==> src/rtl/multi_sense_filt_pkg.sv <==
`default_nettype none
// multi_sense_filt_pkg: stability-window sizing helpers and the per-channel status record.
// Rev 1.0
package multi_sense_filt_pkg;

  function automatic int cnt_width(int fast_sim, int stbl_w);
    return (fast_sim != 0) ? 8 : stbl_w;
  endfunction

  function automatic logic [63:0] stbl_max(int fast_sim, int stbl_w);
    return (64'd1 << cnt_width(fast_sim, stbl_w)) - 64'd1;
  endfunction

  typedef struct packed {
    logic filt;
    logic rise;
    logic fall;
    logic per_vld;
    logic stall;
  } ch_status_t;

endpackage
`default_nettype wire

==> src/rtl/sense_filt_ch.sv <==
`default_nettype none
// sense_filt_ch: one sensor channel - 2-flop sync, saturating debounce, edge pulses,
// and rise-to-rise period measurement with stall detection. Rev 1.0
module sense_filt_ch
  import multi_sense_filt_pkg::*;
#(
  parameter int FAST_SIM = 1,
  parameter int STBL_W   = 16,
  parameter int PER_W    = 24
) (
  input  logic             clk,
  input  logic             rst_n,
  input  logic             raw_i,
  output ch_status_t       status_o,
  output logic [PER_W-1:0] per_o
);

  localparam int                CNT_W    = cnt_width(FAST_SIM, STBL_W);
  localparam logic [CNT_W-1:0]  STBL_MAX = CNT_W'(stbl_max(FAST_SIM, STBL_W));
  localparam logic [PER_W-1:0]  PER_MAX  = '1;

  logic             sync1_q, sync2_q, prev_q;
  logic [CNT_W-1:0] cnt_q, cnt_d;
  logic             filt_q, filt_d;
  logic             rise_q, rise_d;
  logic             fall_q, fall_d;
  logic [PER_W-1:0] pcnt_q, pcnt_d;
  logic             armed_q, armed_d;
  logic [PER_W-1:0] period_q, period_d;
  logic             vld_q, vld_d;
  logic             stall_q, stall_d;
  logic             chg;

  always_comb begin
    chg      = sync2_q ^ prev_q;
    cnt_d    = cnt_q;
    if (chg) begin
      cnt_d = '0;
    end else if (cnt_q != STBL_MAX) begin
      cnt_d = cnt_q + 1'b1;
    end

    filt_d   = (cnt_q == STBL_MAX) ? prev_q : filt_q;
    rise_d   = filt_d & ~filt_q;
    fall_d   = ~filt_d & filt_q;

    pcnt_d   = (pcnt_q != PER_MAX) ? pcnt_q + 1'b1 : pcnt_q;
    armed_d  = armed_q;
    period_d = period_q;
    vld_d    = 1'b0;
    // A rise while stalled (pcnt saturated) only restarts the measurement.
    if (rise_d) begin
      if (armed_q && !stall_q) begin
        period_d = pcnt_q + 1'b1;
        vld_d    = 1'b1;
      end
      pcnt_d  = '0;
      armed_d = 1'b1;
    end
    stall_d  = armed_d && (pcnt_d == PER_MAX);
  end

  always_ff @(posedge clk or negedge rst_n) begin
    if (!rst_n) begin
      sync1_q  <= 1'b0;
      sync2_q  <= 1'b0;
      prev_q   <= 1'b0;
      cnt_q    <= '0;
      filt_q   <= 1'b0;
      rise_q   <= 1'b0;
      fall_q   <= 1'b0;
      pcnt_q   <= '0;
      armed_q  <= 1'b0;
      period_q <= '0;
      vld_q    <= 1'b0;
      stall_q  <= 1'b0;
    end else begin
      sync1_q  <= raw_i;
      sync2_q  <= sync1_q;
      prev_q   <= sync2_q;
      cnt_q    <= cnt_d;
      filt_q   <= filt_d;
      rise_q   <= rise_d;
      fall_q   <= fall_d;
      pcnt_q   <= pcnt_d;
      armed_q  <= armed_d;
      period_q <= period_d;
      vld_q    <= vld_d;
      stall_q  <= stall_d;
    end
  end

  assign status_o = '{filt: filt_q, rise: rise_q, fall: fall_q, per_vld: vld_q, stall: stall_q};
  assign per_o    = period_q;

endmodule
`default_nettype wire

==> src/rtl/multi_sense_filt.sv <==
`default_nettype none
// multi_sense_filt: NUM_CH independent debounce/edge/period channels with packed period outputs.
// Rev 1.0
module multi_sense_filt
  import multi_sense_filt_pkg::*;
#(
  parameter int NUM_CH   = 4,
  parameter int FAST_SIM = 1,
  parameter int STBL_W   = 16,
  parameter int PER_W    = 24
) (
  input  logic                    clk,
  input  logic                    rst_n,
  input  logic [NUM_CH-1:0]       raw_in,
  output logic [NUM_CH-1:0]       filt,
  output logic [NUM_CH-1:0]       rise,
  output logic [NUM_CH-1:0]       fall,
  output logic [NUM_CH*PER_W-1:0] per_q,
  output logic [NUM_CH-1:0]       per_vld,
  output logic [NUM_CH-1:0]       stall
);

  for (genvar i = 0; i < NUM_CH; i++) begin : g_ch
    ch_status_t       st;
    logic [PER_W-1:0] per;

    sense_filt_ch #(
      .FAST_SIM (FAST_SIM),
      .STBL_W   (STBL_W),
      .PER_W    (PER_W)
    ) u_ch (
      .clk      (clk),
      .rst_n    (rst_n),
      .raw_i    (raw_in[i]),
      .status_o (st),
      .per_o    (per)
    );

    assign filt[i]                  = st.filt;
    assign rise[i]                  = st.rise;
    assign fall[i]                  = st.fall;
    assign per_vld[i]               = st.per_vld;
    assign stall[i]                 = st.stall;
    assign per_q[i*PER_W +: PER_W]  = per;
  end

endmodule
`default_nettype wire

==> config.mk <==
export PLATFORM = sky130hd
export DESIGN_NAME = multi_sense_filt
export DESIGN_NICKNAME = d
export VERILOG_FILES = /design/src/rtl/multi_sense_filt_pkg.sv /design/src/rtl/sense_filt_ch.sv /design/src/rtl/multi_sense_filt.sv
export SDC_FILE = /design/constraint.sdc
export NUM_CORES = 1
export LEC_CHECK = 0
export CAP_MARGIN = 20
export CORE_MARGIN = 10
export CORE_UTILIZATION = 60
export DETAILED_ROUTE_END_ITERATION = 6
export PLACE_DENSITY = 0.8
export SYNTH_ARGS = -nofsm -noshare
export SYNTH_HDL_FRONTEND = slang
export SYNTH_SLANG_ARGS = --single-unit
==> constraint.sdc <==
create_clock -name clk -period 4.2 [get_ports clk]
set_input_delay 0.84 -clock clk [delete_from_list [all_inputs] [get_ports clk]]
set_output_delay 0.84 -clock clk [all_outputs]
set_load 0.05 [all_outputs]
==> flow_metrics.py, run 1 <==
metrics = {
    "critical_path": {
        "endpoint_kind": "flop",
        "reg2reg_depth": 8,
        "crit_type": "reg2reg",
        "timing.rr.start": "g_ch[1].u_ch.pcnt_q[0]$_DFF_PN0_",
        "startpoint_type": "flop",
        "r2r_slack_ps": 1040,
        "arrival_ps": 3580,
        "worstPathMaxFanout": 8,
        "reg2reg_to": "g_ch[1].u_ch.stall_q$_DFF_PN0_",
        "cp.required_ps": 4620,
    },
    "floorplan": {
        "io_pins": 122,
        "die_h_um": 159,
        "dieArea_mm2": 0.0251,
        "start_util_pct": 61.3,
        "die_w_um": 159,
        "rows": 50,
        "core_area_mm2": 0.0188,
    },
    "global_route": {
        "grt_overflow": 0,
        "grt_pass1_vias": 8428,
        "track_usage_pct": 19.8,
        "grt_pass1_wl_um": 41700,
        "grt_max_degree": 106,
        "antenna_found_initial": 0,
    },
    "logic_synthesis": {
        "synth_top_area_share_pct": 56.5,
        "synth_area_leaders": "dfrtp_1 (57%), a21oi_1 (6.9%), xor2_1 (4.6%)",
        "async_reset_ff_share_pct": 100,
        "ys_types": 54,
        "synth_enable_flop_cells": 0,
        "yosysTopAreaCell": "dfrtp_1",
        "synthSimpleGateAreaFrac_pct": 19.3,
        "ys_warn_count": 0,
        "ys_ff_latch": 260,
        "avgSynthCellArea_um2": 10.3,
        "synth_top_family_by_area": "simple AND/OR/NAND/NOR gates",
        "syn-instance-count": 1123,
        "synth.area.mux_share_pct": 1.86,
        "synth_fp_nets": 1137,
        "synth_compound_area_share_pct": 9.61,
        "synth_flop_cell": "dfrtp_1",
        "synth-xor-area-share_pct": 8.44,
        "synth-seq-area-share_pct": 56.5,
        "synth_area_mm2": 0.0115,
        "synth_fa_ha_area_share_pct": 0.869,
    },
    "drt": {
        "vias": 8450,
        "routed_via_density": 5.74,
        "drt_iter0_markers": 426,
        "wirelength_um": 24600,
        "drc_errors": 0,
        "first_pass_iters": 5,
        "post_drt_wl_per_cell_um": 16.7,
        "drt.antenna.violating_nets": 0,
    },
    "placed_design": {
        "gp_congestion": 0.893,
        "port_buffers": 121,
        "dp.final_hpwl_um": 16700,
        "place_area_mm2": 0.0128,
    },
    "sta": {
        "fin_crit_sh_pct": 75.2,
        "relSlewSlack_pct": 47.0,
        "setup_viol_count_final": 0,
        "tightest_slew_ps": 795,
        "finalCriticalPeriod_ps": 3160,
        "slew_violations": 0,
        "hold_violations": 0,
        "tns_ps": 0,
        "rsz0062_at_grt": "false",
        "finClkSkew_ps": 10.5,
        "fmax_mhz": 317,
    },
    "clock_network": {
        "ctsResizeCount": 0,
        "clockBufferDepth": 3,
        "root_buffer": "clkbuf_16",
        "tritoncts": "built",
        "postCtsHoldBufs": 0,
        "path_clk_slew_ps": 60,
        "htree_levels": 1,
        "numCtsBuffers": 27,
        "cts_sinks": 260,
        "cts_setup_buffers": 0,
        "clock_latency_ps": 520,
    },
    "pwr": {
        "leakagePower_nw": 6.01,
        "vdd_drop_max_mv": 0.297,
        "powerDensity_mw_per_mm2": 369,
    },
    "layout": {
        "nFillCells": 1333,
        "area_growth_syn_to_layout_pct": 19.0,
        "diodes": 0,
        "layout_common_cells": "dfrtp_1 (260), a21oi_1 (159), nor2_1 (137)",
        "design_area_mm2": 0.0137,
        "nNetsFinal": 1233,
        "layout_commonest_cell": "dfrtp_1",
        "drive_gt1_share_pct": 7.03,
    },
    "worst_hold_path": {
        "hp-class": "in2async",
    },
    "outcome": {
        "status": "completed",
    },
    "job": {
        "max-cap-violations": 0,
    },
}
## worst max-delay path: stages, from the launching register on
cell and delay [ps]:
dfrtp_1 480, ha_1 370, nand3_1 230, nor4_2 670
nand3_1 170, xor2_1 230, nor4_1 440, nand4_1 170
a211oi_1 300
## state kept, by name (all words and copies together) (netlist names)
name,flops
g_ch.u_ch.pcnt_q,96
g_ch.u_ch.per_o,96
g_ch.u_ch.cnt_q,32
g_ch.u_ch.armed_q,4
g_ch.u_ch.fall_q,4
g_ch.u_ch.filt_q,4
g_ch.u_ch.prev_q,4
g_ch.u_ch.rise_q,4
g_ch.u_ch.stall_q,4
g_ch.u_ch.sync1_q,4
g_ch.u_ch.sync2_q,4
g_ch.u_ch.vld_q,4
## power by group
part | internal, mW | switching, mW | total (mW) | leakage [nW]
clock | 1.45 | 0.940 | 2.39 | 0.443
combinational | 0.0312 | 0.0761 | 0.107 | 2.02
sequential | 2.53 | 0.0203 | 2.55 | 3.54
## Yosys cell counts (12+ instances only)
| cell | n |
|---|---|
| nand2_1 | 86 |
| xnor2_1 | 50 |
| buf_4 | 21 |
| nand3_1 | 60 |
| dfrtp_1 | 260 |
| xor2_1 | 61 |
| o21ai_0 | 35 |
| clkbuf_1 | 35 |
| nand4_1 | 28 |
| inv_1 | 12 |
| and3_1 | 28 |
| nor2_1 | 137 |
| a21oi_1 | 159 |
| nor3_1 | 20 |
## worst max path at each step
stage / start / endpoint / slack [ps] / cells after the start
6_report: g_ch[1].u_ch.pcnt_q[0]$_DFF_PN0_ / g_ch[1].u_ch.stall_q$_DFF_PN0_ / 1040 / 8
5_1_grt: g_ch[1].u_ch.pcnt_q[0]$_DFF_PN0_ / g_ch[1].u_ch.stall_q$_DFF_PN0_ / 810 / 8
4_1_cts: g_ch[1].u_ch.pcnt_q[0]$_DFF_PN0_ / g_ch[1].u_ch.stall_q$_DFF_PN0_ / 1090 / 8
3_5_place_dp: g_ch[1].u_ch.pcnt_q[0]$_DFF_PN0_ / g_ch[1].u_ch.stall_q$_DFF_PN0_ / 1160 / 8
3_3_place_gp: g_ch[1].u_ch.pcnt_q[0]$_DFF_PN0_ / g_ch[1].u_ch.stall_q$_DFF_PN0_ / 1210 / 8
2_1_floorplan: g_ch[2].u_ch.pcnt_q[0]$_DFF_PN0_ / g_ch[2].u_ch.stall_q$_DFF_PN0_ / 1530 / 8
## cells by family (layout without fill, tap and decap cells)
group / count (synthesis) / after routing
buffers and inverters: 81 / 196
and+or+nand+nor: 433 / 433
xor gates and xnor gates: 111 / 111
DFF: 260 / 260
AOI/OAI and AO/OA: 210 / 210
adders and majority gates: 8 / 8
muxes: 20 / 20
## final cells by class
cell class | count | area (um^2) | area share, %
clock buffer | 39 | 771 | 5.63
multi-input combinational | 782 | 4620 | 33.7
inverter | 12 | 45.0 | 0.329
tap | 234 | 293 | 2.14
clock inverter | 9 | 124 | 0.904
sequential | 260 | 6510 | 47.5
timing repair buffer | 136 | 1340 | 9.79
## routing by layer
metal  part of all wire (%)  track usage (%)
met5                      0                0
met2                     49             32.8
met4                    2.2             5.34
met1                     44             26.2
met3                    5.1             3.78
## per-stage QoR
stage | power (mW) | instances | utilization, % | worst slack [ps] | hold WS [ps]
final | 5.05 | 1472 | 73.0 | 1040 | 340
after global routing | 5.23 | 1472 | 73.0 | 810 | 354
after CTS | 5.11 | 1472 | 73.0 | 1090 | 351
after detailed placement | 2.71 | 1424 | 68.2 | 1160 | 337
after global placement | 2.70 | 1424 | 68.2 | 1210 | 335
after floorplan | 2.63 | 1123 | - | 1530 | 331
No activity file was read; power rests on OpenSTA's default activity.
==> inputs of run 2 (changes only) <==
--- a/config.mk
+++ b/config.mk
@@ -7,9 +7,9 @@
 export LEC_CHECK = 0
 export CAP_MARGIN = 20
 export CORE_MARGIN = 10
-export CORE_UTILIZATION = 60
+export CORE_UTILIZATION = 51
 export DETAILED_ROUTE_END_ITERATION = 6
-export PLACE_DENSITY = 0.8
+export PLACE_DENSITY = 0.72
 export SYNTH_ARGS = -nofsm -noshare
 export SYNTH_HDL_FRONTEND = slang
 export SYNTH_SLANG_ARGS = --single-unit
==> constraint.sdc (replaced) <==
create_clock -name clk -period 2.6 [get_ports clk]
set_input_delay 0.52 -clock clk [delete_from_list [all_inputs] [get_ports clk]]
set_output_delay 0.52 -clock clk [all_outputs]
set_load 0.05 [all_outputs]
==> flow_metrics.py, run 2 (synthesized netlist as in run 1, its figures left out) <==
metrics = {
    "outcome": {
        "status": "complete, but fails checks",
        "violations": "design-rule violations, negative hold slack, negative setup slack",
    },
    "sta": {
        "setup_ws_ps": -18.8,
        "rsz0062_at_grt": "true",
        "tns_ps": -18.8,
        "relSlewSlack_pct": 55.4,
        "slew_violations": 0,
        "tightest_slew_ps": 669,
        "hold_violations": 9,
        "finClkSkew_ps": 7.75,
        "finalCriticalPeriod_ps": 2620,
        "hold_slack_ps": -17.2,
        "setup_viol_count_final": 1,
        "fin_crit_sh_pct": 101,
        "fmax_mhz": 382,
    },
    "critical_path": {
        "crit_path_max_incr_delay_ps": 510,
        "crit_family": "simple AND/OR/NAND/NOR gates",
        "startpoint_type": "flop",
        "cp.required_ps": 3040,
        "arrival_ps": 3060,
        "cp_num_buf_inv": 1,
        "reg2reg_to": "g_ch[2].u_ch.stall_q$_DFF_PN0_",
        "crit_type": "reg2reg",
        "r2r_slack_ps": -20,
        "endpoint_kind": "flop",
        "reg2reg_depth": 8,
        "crit_path_cell_trace": "nand2_1, or2_4, nor4_4, buf_4, nand4_1, xor2_2, or4_1, a21oi_1",
        "worstPathMaxFanout": 5,
        "slowest_stage": "or4_1",
        "timing.rr.start": "g_ch[2].u_ch.pcnt_q[2]$_DFF_PN0_",
    },
    "placed_design": {
        "dp.final_hpwl_um": 18100,
        "port_buffers": 121,
        "gp_congestion": 0.905,
        "place_area_mm2": 0.0133,
    },
    "pwr": {
        "total_power_mw": 8.02,
        "vdd_drop_max_mv": 0.529,
        "leakagePower_nw": 6.26,
        "powerDensity_mw_per_mm2": 561,
    },
    "drt": {
        "routed_via_density": 5.49,
        "drc_errors": 1,
        "drt.antenna.violating_nets": 0,
        "wirelength_um": 25900,
        "post_drt_wl_per_cell_um": 16.5,
        "drt_iter0_markers": 706,
        "first_pass_iters": 7,
        "vias": 8637,
    },
    "floorplan": {
        "die_h_um": 170,
        "dieArea_mm2": 0.0290,
        "die_w_um": 170,
        "core_area_mm2": 0.0220,
        "io_pins": 122,
        "start_util_pct": 52.3,
        "rows": 54,
    },
    "layout": {
        "layout_common_cells": "dfrtp_1 (256), a21oi_1 (159), nor2_1 (136)",
        "design_area_mm2": 0.0143,
        "nNetsFinal": 1290,
        "diodes": 0,
        "area_growth_syn_to_layout_pct": 24.1,
        "layout_commonest_cell": "dfrtp_1",
        "drive_gt1_share_pct": 12.1,
    },
    "global_route": {
        "grt_max_degree": 85,
        "grt_overflow": 0,
        "track_usage_pct": 17.4,
        "antenna_found_initial": 0,
        "grt_pass1_wl_um": 43000,
        "grt_pass1_vias": 8666,
    },
    "clock_network": {
        "tritoncts": "built",
        "numCtsBuffers": 27,
        "cts_sinks": 260,
        "postCtsHoldBufs": 0,
        "root_buffer": "clkbuf_16",
        "path_clk_slew_ps": 60,
        "clock_latency_ps": 520,
        "htree_levels": 1,
        "clockBufferDepth": 3,
    },
    "job": {
        "max-cap-violations": 0,
    },
    "worst_hold_path": {
        "hp-class": "in2async",
    },
}
==> run 2: cell count changes in the layout (fill, tap and decap cells not counted), sizes merged <==
cell and change:
clkinv -2, buf +57, clkinvlp +1, inv -1, clkbuf +3, bufinv -2
==> run 2: metal layers <==
| layer | vias to the layer above | track usage [%] | wire [um] |
|---|---|---|---|
| li1 | 4192 | - | - |
| met1 | 4199 | 23.4 | 11600 |
| met2 | 201 | 28.4 | 12400 |
| met3 | 45 | 3.89 | 1450 |
| met4 | 0 | 3.89 | 478 |
| met5 | - | 0 | 0 |
==> run 2: stage by stage <==
step	hold slack [ps]	util (%)	setup slack (ps)	cells
global route	24.7	64.9	-118	1574
CTS	15.2	64.2	42.0	1565
finish	-17.2	64.9	-18.8	1574
global placement	333	60.2	87.2	1518
detailed placement	341	60.2	64.6	1518
floorplan	224	-	64.3	1123
==> run 2: final cells by class <==
cell class,instances,area (um^2)
Timing Repair Buffer,193,1820
Tap cell,280,350
Multi-Input combinational cell,782,4700
Sequential cell,260,6510
Fill cell,1775,7740
Clock buffer,42,802
Clock inverter,5,52.6
Inverter,12,45.0
==> run 2: worst register-to-register path, cell delays in order (launching register included) <==
cell     delay, ps
dfrtp_1        470
nand2_1        160
or2_4          280
nor4_4         350
buf_4          190
nand4_1        190
xor2_2         240
or4_1          510
a21oi_1        160
==> run 2: timing repair <==
item,4_1_cts,5_1_grt
gates resized for setup,1,19
setup endpoints to repair,1,3
setup buffers,0,9
pin swaps,0,12
==> run 2: how the worst max path moves through the flow <==
stage                                endpoint                             start  slack [ps]  depth (start not counted)
6_report       g_ch[2].u_ch.stall_q$_DFF_PN0_  g_ch[2].u_ch.pcnt_q[2]$_DFF_PN0_         -20                          8
5_1_grt        g_ch[2].u_ch.stall_q$_DFF_PN0_  g_ch[2].u_ch.pcnt_q[4]$_DFF_PN0_        -120                          8
4_1_cts        g_ch[2].u_ch.stall_q$_DFF_PN0_  g_ch[2].u_ch.pcnt_q[0]$_DFF_PN0_          40                          9
3_5_place_dp   g_ch[2].u_ch.stall_q$_DFF_PN0_  g_ch[2].u_ch.pcnt_q[0]$_DFF_PN0_          60                          9
3_3_place_gp   g_ch[2].u_ch.stall_q$_DFF_PN0_  g_ch[2].u_ch.pcnt_q[0]$_DFF_PN0_          90                          9
2_1_floorplan  g_ch[2].u_ch.stall_q$_DFF_PN0_  g_ch[2].u_ch.pcnt_q[0]$_DFF_PN0_          60                          8
==> run 2: power breakdown <==
group          switching [mW]  internal, mW
combinational           0.126        0.0612
clock                    1.51          2.20
sequential             0.0329          4.09
